[src/rtl/ahb_pkg.sv]
// Purpose : shared AHB-Lite encodings and controller state encoding.
// Latency : n/a (declarations only).
// Backpressure: n/a.
package ahb_pkg;

    // HTRANS encodings
    localparam logic [1:0] HTRANS_IDLE   = 2'b00;
    localparam logic [1:0] HTRANS_BUSY   = 2'b01;
    localparam logic [1:0] HTRANS_NONSEQ = 2'b10;
    localparam logic [1:0] HTRANS_SEQ    = 2'b11;

    // HSIZE encodings; anything above WORD is unsupported by this slave
    localparam logic [2:0] HSIZE_BYTE = 3'd0;
    localparam logic [2:0] HSIZE_HALF = 3'd1;
    localparam logic [2:0] HSIZE_WORD = 3'd2;

    // HRESP encodings
    localparam logic HRESP_OKAY  = 1'b0;
    localparam logic HRESP_ERROR = 1'b1;

    // Words per populated RAM bank
    localparam int BANK_WORDS = 1024;

    typedef enum logic [2:0] {
        ST_IDLE,
        ST_WDATA,
        ST_RDATA,
        ST_RSTALL,
        ST_ERR1,
        ST_ERR2
    } state_t;

endpackage

[src/rtl/ahb_lane_decode.sv]
// Purpose : map transfer size and low address bits to a byte-lane mask plus misalignment flag.
// Latency : combinational, zero cycles.
// Backpressure: none; pure decode.
// Ports   : size (HSIZE), addr_lo (HADDR[1:0]) -> mask (byte lanes), misaligned.
module ahb_lane_decode
    import ahb_pkg::*;
(
    input  logic [2:0] size,
    input  logic [1:0] addr_lo,
    output logic [3:0] mask,
    output logic       misaligned
);

    always_comb begin
        mask       = 4'b0000;
        misaligned = 1'b0;
        case (size)
            HSIZE_BYTE: begin
                mask = 4'b0001 << addr_lo;
            end
            HSIZE_HALF: begin
                mask       = 4'b0011 << addr_lo;
                misaligned = addr_lo[0];
            end
            HSIZE_WORD: begin
                mask       = 4'b1111;
                misaligned = |addr_lo;
            end
            // Oversized transfers are rejected by the caller; no lanes here.
            default: ;
        endcase
    end

endmodule

[src/rtl/ahb_ram_ctrl.sv]
// Purpose : AHB-Lite slave driving a single-port synchronous RAM_4Kx32 (byte writes, sync reads, errors).
// Latency : zero-wait writes and reads; one wait state for a read directly after a write; 2-cycle ERROR.
// Backpressure: HREADYOUT low only in the read-after-write stall and the first ERROR cycle.
// Ports   : AHB-Lite slave (HSEL/HADDR/HTRANS/HWRITE/HSIZE/HWDATA/HREADY -> HREADYOUT/HRESP/HRDATA),
//           RAM port (RAM_EN/RAM_WE/RAM_A/RAM_Di out, RAM_Do in).
module ahb_ram_ctrl
    import ahb_pkg::*;
#(
    parameter int BLOCKS = 4
) (
    input  logic        CLK,
    input  logic        RST,
    input  logic        HSEL,
    input  logic [31:0] HADDR,
    input  logic [1:0]  HTRANS,
    input  logic        HWRITE,
    input  logic [2:0]  HSIZE,
    input  logic [31:0] HWDATA,
    input  logic        HREADY,
    output logic        HREADYOUT,
    output logic        HRESP,
    output logic [31:0] HRDATA,
    output logic        RAM_EN,
    output logic [3:0]  RAM_WE,
    output logic [12:0] RAM_A,
    output logic [31:0] RAM_Di,
    input  logic [31:0] RAM_Do
);

    localparam logic [13:0] WORD_LIMIT = 14'(BLOCKS * BANK_WORDS);

    state_t      state_q, state_d;
    logic [12:0] addr_q;
    logic [3:0]  mask_q;

    logic [12:0] word_idx;
    logic [3:0]  lane_mask;
    logic        misaligned;
    logic        accept;
    logic        take;
    logic        illegal;

    ahb_lane_decode u_lane_decode (
        .size       (HSIZE),
        .addr_lo    (HADDR[1:0]),
        .mask       (lane_mask),
        .misaligned (misaligned)
    );

    assign word_idx = HADDR[14:2];
    assign accept   = HSEL & HREADY & ((HTRANS == HTRANS_NONSEQ) | (HTRANS == HTRANS_SEQ));
    // A new address phase is never taken while this slave itself is holding the bus low.
    assign take     = accept & (state_q != ST_RSTALL) & (state_q != ST_ERR1);
    assign illegal  = (HSIZE > HSIZE_WORD) | misaligned
                    | ({1'b0, word_idx} >= WORD_LIMIT) | (|HADDR[31:15]);

    always_ff @(posedge CLK or posedge RST) begin
        if (RST) begin
            state_q <= ST_IDLE;
            addr_q  <= '0;
            mask_q  <= '0;
        end else begin
            state_q <= state_d;
            // A write's own address is consumed at this edge, so the same register
            // can hold the address of a read accepted during its data phase.
            if (take) begin
                addr_q <= word_idx;
                mask_q <= lane_mask;
            end
        end
    end

    always_comb begin
        state_d = ST_IDLE;
        case (state_q)
            ST_RSTALL: state_d = ST_RDATA;
            ST_ERR1:   state_d = ST_ERR2;
            default: begin
                if (take) begin
                    if (illegal)
                        state_d = ST_ERR1;
                    else if (HWRITE)
                        state_d = ST_WDATA;
                    else if (state_q == ST_WDATA)
                        state_d = ST_RSTALL;
                    else
                        state_d = ST_RDATA;
                end
            end
        endcase
    end

    // Port priority: write data phase, then stalled read, then a fresh read address phase.
    always_comb begin
        RAM_EN = 1'b0;
        RAM_WE = 4'b0000;
        RAM_A  = addr_q;
        RAM_Di = HWDATA;
        if (!RST) begin
            if (state_q == ST_WDATA) begin
                RAM_EN = 1'b1;
                RAM_WE = mask_q;
            end else if (state_q == ST_RSTALL) begin
                RAM_EN = 1'b1;
            end else if (take && !illegal && !HWRITE) begin
                // Issue straight from the bus so the RAM samples at the accepting edge.
                RAM_EN = 1'b1;
                RAM_A  = word_idx;
            end
        end
    end

    always_comb begin
        HREADYOUT = (state_q != ST_RSTALL) && (state_q != ST_ERR1);
        HRESP     = ((state_q == ST_ERR1) || (state_q == ST_ERR2)) ? HRESP_ERROR : HRESP_OKAY;
        HRDATA    = (state_q == ST_RDATA) ? RAM_Do : 32'h0;
    end

endmodule

[config.mk]
export PLATFORM = sky130hd
export DESIGN_NAME = ahb_ram_ctrl
export DESIGN_NICKNAME = d
export VERILOG_FILES = /design/src/rtl/ahb_pkg.sv /design/src/rtl/ahb_lane_decode.sv /design/src/rtl/ahb_ram_ctrl.sv
export SDC_FILE = /design/constraint.sdc
export NUM_CORES = 1
export LEC_CHECK = 0
export ABC_CLOCK_PERIOD_IN_PS = 2050
export CAP_MARGIN = 20
export CORE_MARGIN = 1
export CORE_UTILIZATION = 28
export CTS_BUF_LIST = sky130_fd_sc_hd__clkbuf_16
export CTS_CLUSTER_DIAMETER = 40
export DETAILED_ROUTE_END_ITERATION = 10
export PLACE_DENSITY = 0.83
export SKIP_CTS_REPAIR_TIMING = 1
export SLEW_MARGIN = 20
export SYNTH_ARGS = -nofsm -noshare
export SYNTH_HDL_FRONTEND = slang
export SYNTH_SLANG_ARGS = --single-unit
[constraint.sdc]
create_clock -name CLK -period 2.05 [get_ports CLK]
set_input_delay 0.3075 -clock CLK [delete_from_list [all_inputs] [get_ports CLK]]
set_output_delay 0.3075 -clock CLK [all_outputs]
set_load 0.02 [all_outputs]
==> out/results.ini <==
[global_route]
antenna_found_initial=0
grt_pass1_vias=1614
grt_remaining_overflow=0
grt_pass1_wl_um=7510
grt_max_degree=33
track_usage=0.157

[synth]
ys.warnings.count=0
syn_inst=170
synth_common_cells=and2_1 (35), buf_4 (32), dfrtp_1 (20), mux2_2 (18), mux2_4 (9)
synth_area_per_cell_um2=9.69
synth_top_area_share=0.304
synth_area_mm2=0.00165
ys_seq_area_frac=0.304
yosys.area.top_type=dfrtp_1
syn-num-nets=276
synth_top_flop_cell=dfrtp_1
async_reset_ff_frac=1.00
synth_edf_count=0
synthTopCellsByArea=dfrtp_1 (30%), buf_4 (15%), and2_1 (13%)
yosys.cell_count.top_type=and2_1
ys_seq_elements=20
synth_cell_types=30

[floorplanning]
ios=190
die_area_mm2=0.00619
core_area_mm2=0.00557
die_h_um=78.7
fp-row-count=27
die-width_um=78.7
initial_core_util=0.295

[worst_setup_path]
path_depth=7
start_kind=primary input
cp.arrival_ns=2.06
worstPathRequired_ns=1.74
critical_path_class=primary input to output pin
endpoint_kind=output pin
crit_chain=clkdlybuf4s50_1 > nand2b_1 > o311a_4 > nand4_4 > clkbuf_16 > mux2_2 > buf_6
crit_buf_inv=3
worst-path-max-fanout=6
slowest_delay_ns=0.52
crit-reg2reg-launch=state_q[2]
timing.rr.end=addr_q[9]
slowest_stage=clkdlybuf4s50_1
reg2regPathDepth=5
critPathTopFamily=buffers and inverters
reg2reg_slack_ns=0.25

[detailed_routing]
via_count=1635
drc=0
ant_nets=0
drt_iter0_drc=24
avgViaCountPerCell=4.62
finalWirelength_um=5310
wl_per_cell_um=15.0
first_pass_iters=5

[sta]
setup_slack_ns=-0.319
fin_crit_ns=2.37
max_freq_mhz=422
rsz0062_at_grt=yes
finalCritPeriodShare=1.16
tightest_slew_ns=0.309
setup_violations=14
clock_skew_ns=0.00491
hold_viol_final=0
slew_headroom=0.793
timing.hold.ws_ns=0.397
slew_viol_final=0

[place]
place.gp.congestion=0.725
portBuffers=124
dp_hpwl_um=4190

[final_layout]
diodes=0
fillerInstances=468
final_core_util=0.583
area_growth_pct=97.3
layout-drive-gt1-share=0.291
fin_nets=389

[job]
drv_cap=0

[min_path]
hold_class=primary input to flop
hold_path_end=addr_q[12]
worstHoldStart=HADDR[14]
whs_path_depth=2

[power_and_ir_drop]
power.density_mw_per_mm2=752
irDropWorstVdd_mv=0.662
power.leakage_nw=2.12

[clocking]
clock_latency_ns=0.25
cts_tree=yes
root_buffer=clkbuf_16
path_clk_slew_ns=0.06
cts_made_buffers=3
cts_buffer_depth=2
cts_max_level=1
cts_sinks=20

[outcome]
outcome=finished with violations
failed_checks=setup timing

-- worst max path at each step --
stage,slack (ns),end,start
global placement,-0.81,RAM_A[8],HADDR[14]
floorplan,0.12,RAM_EN,state_q[0]
finish,-0.32,RAM_A[2],HSIZE[1]
CTS,-0.87,RAM_A[4],HADDR[14]
global route,-0.37,RAM_A[11],state_q[2]
detailed placement,-0.87,RAM_A[4],HADDR[14]
-- flip-flops by register name, summed over array words and instances (netlist names) --
register / flops
addr_q: 13
mask_q: 4
state_q: 3
-- cell families after synthesis --
| kind of cell | synth area share |
|---|---|
| buffers and inverters | 0.176 |
| flip-flops | 0.304 |
| AND/OR/NAND/NOR | 0.249 |
| AO/OA/AOI/OAI | 0.0661 |
| multiplexers | 0.205 |
-- cell type report --
type	count	area, um2	share of cell area
Multi-Input combinational cell	108	941	0.290
Clock buffer	3	75.1	0.0231
Clock inverter	1	30.0	0.00924
Timing Repair Buffer	147	1600	0.493
Sequential cell	20	500	0.154
Inverter	3	11.3	0.00347
Tap cell	72	90.1	0.0277
-- routing by layer --
layer,vias up,part of all wire,GRT usage
met1,767,0.36,0.163
met4,0,0.019,0.0685
met5,-,0,0
met2,81,0.55,0.301
met3,18,0.071,0.0314
li1,769,-,-
-- placed cells by master (no fill, tap or decap) --
cell type | Yosys | final
nor4_2 | 0 | 3
nor2b_2 | 0 | 1
nand2_1 | 3 | 3
nand3_2 | 0 | 1
nor3_2 | 0 | 1
o21ai_0 | 3 | 2
o211ai_1 | 2 | 2
o21ai_1 | 0 | 1
nor3b_4 | 0 | 1
nand3b_1 | 1 | 1
nor3b_2 | 1 | 1
a211oi_4 | 1 | 1
dfrtp_1 | 20 | 20
a21o_1 | 2 | 2
a21oi_2 | 0 | 1
nand4_4 | 0 | 1
nor2b_1 | 3 | 2
and4_4 | 0 | 1
mux2_2 | 18 | 18
buf_12 | 0 | 2
clkdlybuf4s50_1 | 0 | 59
o311a_4 | 0 | 1
nand2b_1 | 4 | 4
a21oi_1 | 5 | 4
nor3_1 | 3 | 2
mux2_4 | 9 | 9
clkbuf_16 | 0 | 4
nand4b_1 | 1 | 1
dlymetal6s2s_1 | 0 | 51
buf_4 | 32 | 20
or3_1 | 1 | 1
bufinv_16 | 0 | 1
nor4_4 | 0 | 1
inv_1 | 3 | 3
buf_6 | 1 | 14
nor4_1 | 6 | 2
and2_1 | 35 | 35
nor2_1 | 4 | 4
o2111ai_1 | 1 | 1
-- metrics by stage --
step / std cells / setup slack, ns / area, um2 / power (mW) / setup TNS [ns]
CTS: 352 / -0.874 / 2990 / 2.39 / -19.74
floorplan: 170 / 0.121 / 1650 / 1.34 / 0
finish: 354 / -0.319 / 3250 / 2.44 / -3.87
global route: 354 / -0.366 / 3250 / 2.57 / -4.65
global placement: 348 / -0.812 / 2890 / 1.80 / -11.61
detailed placement: 348 / -0.871 / 2890 / 1.84 / -12.18
-- report_power, final --
part / switching [mW] / internal, mW / leakage [nW] / total, mW
sequential: 0.0819 / 0.559 / 0.245 / 0.641
combinational: 0.512 / 0.752 / 1.83 / 1.26
clock: 0.151 / 0.387 / 0.0511 / 0.539
total: 0.746 / 1.70 / 2.12 / 2.44
No activity file was read; power rests on OpenSTA's default activity.
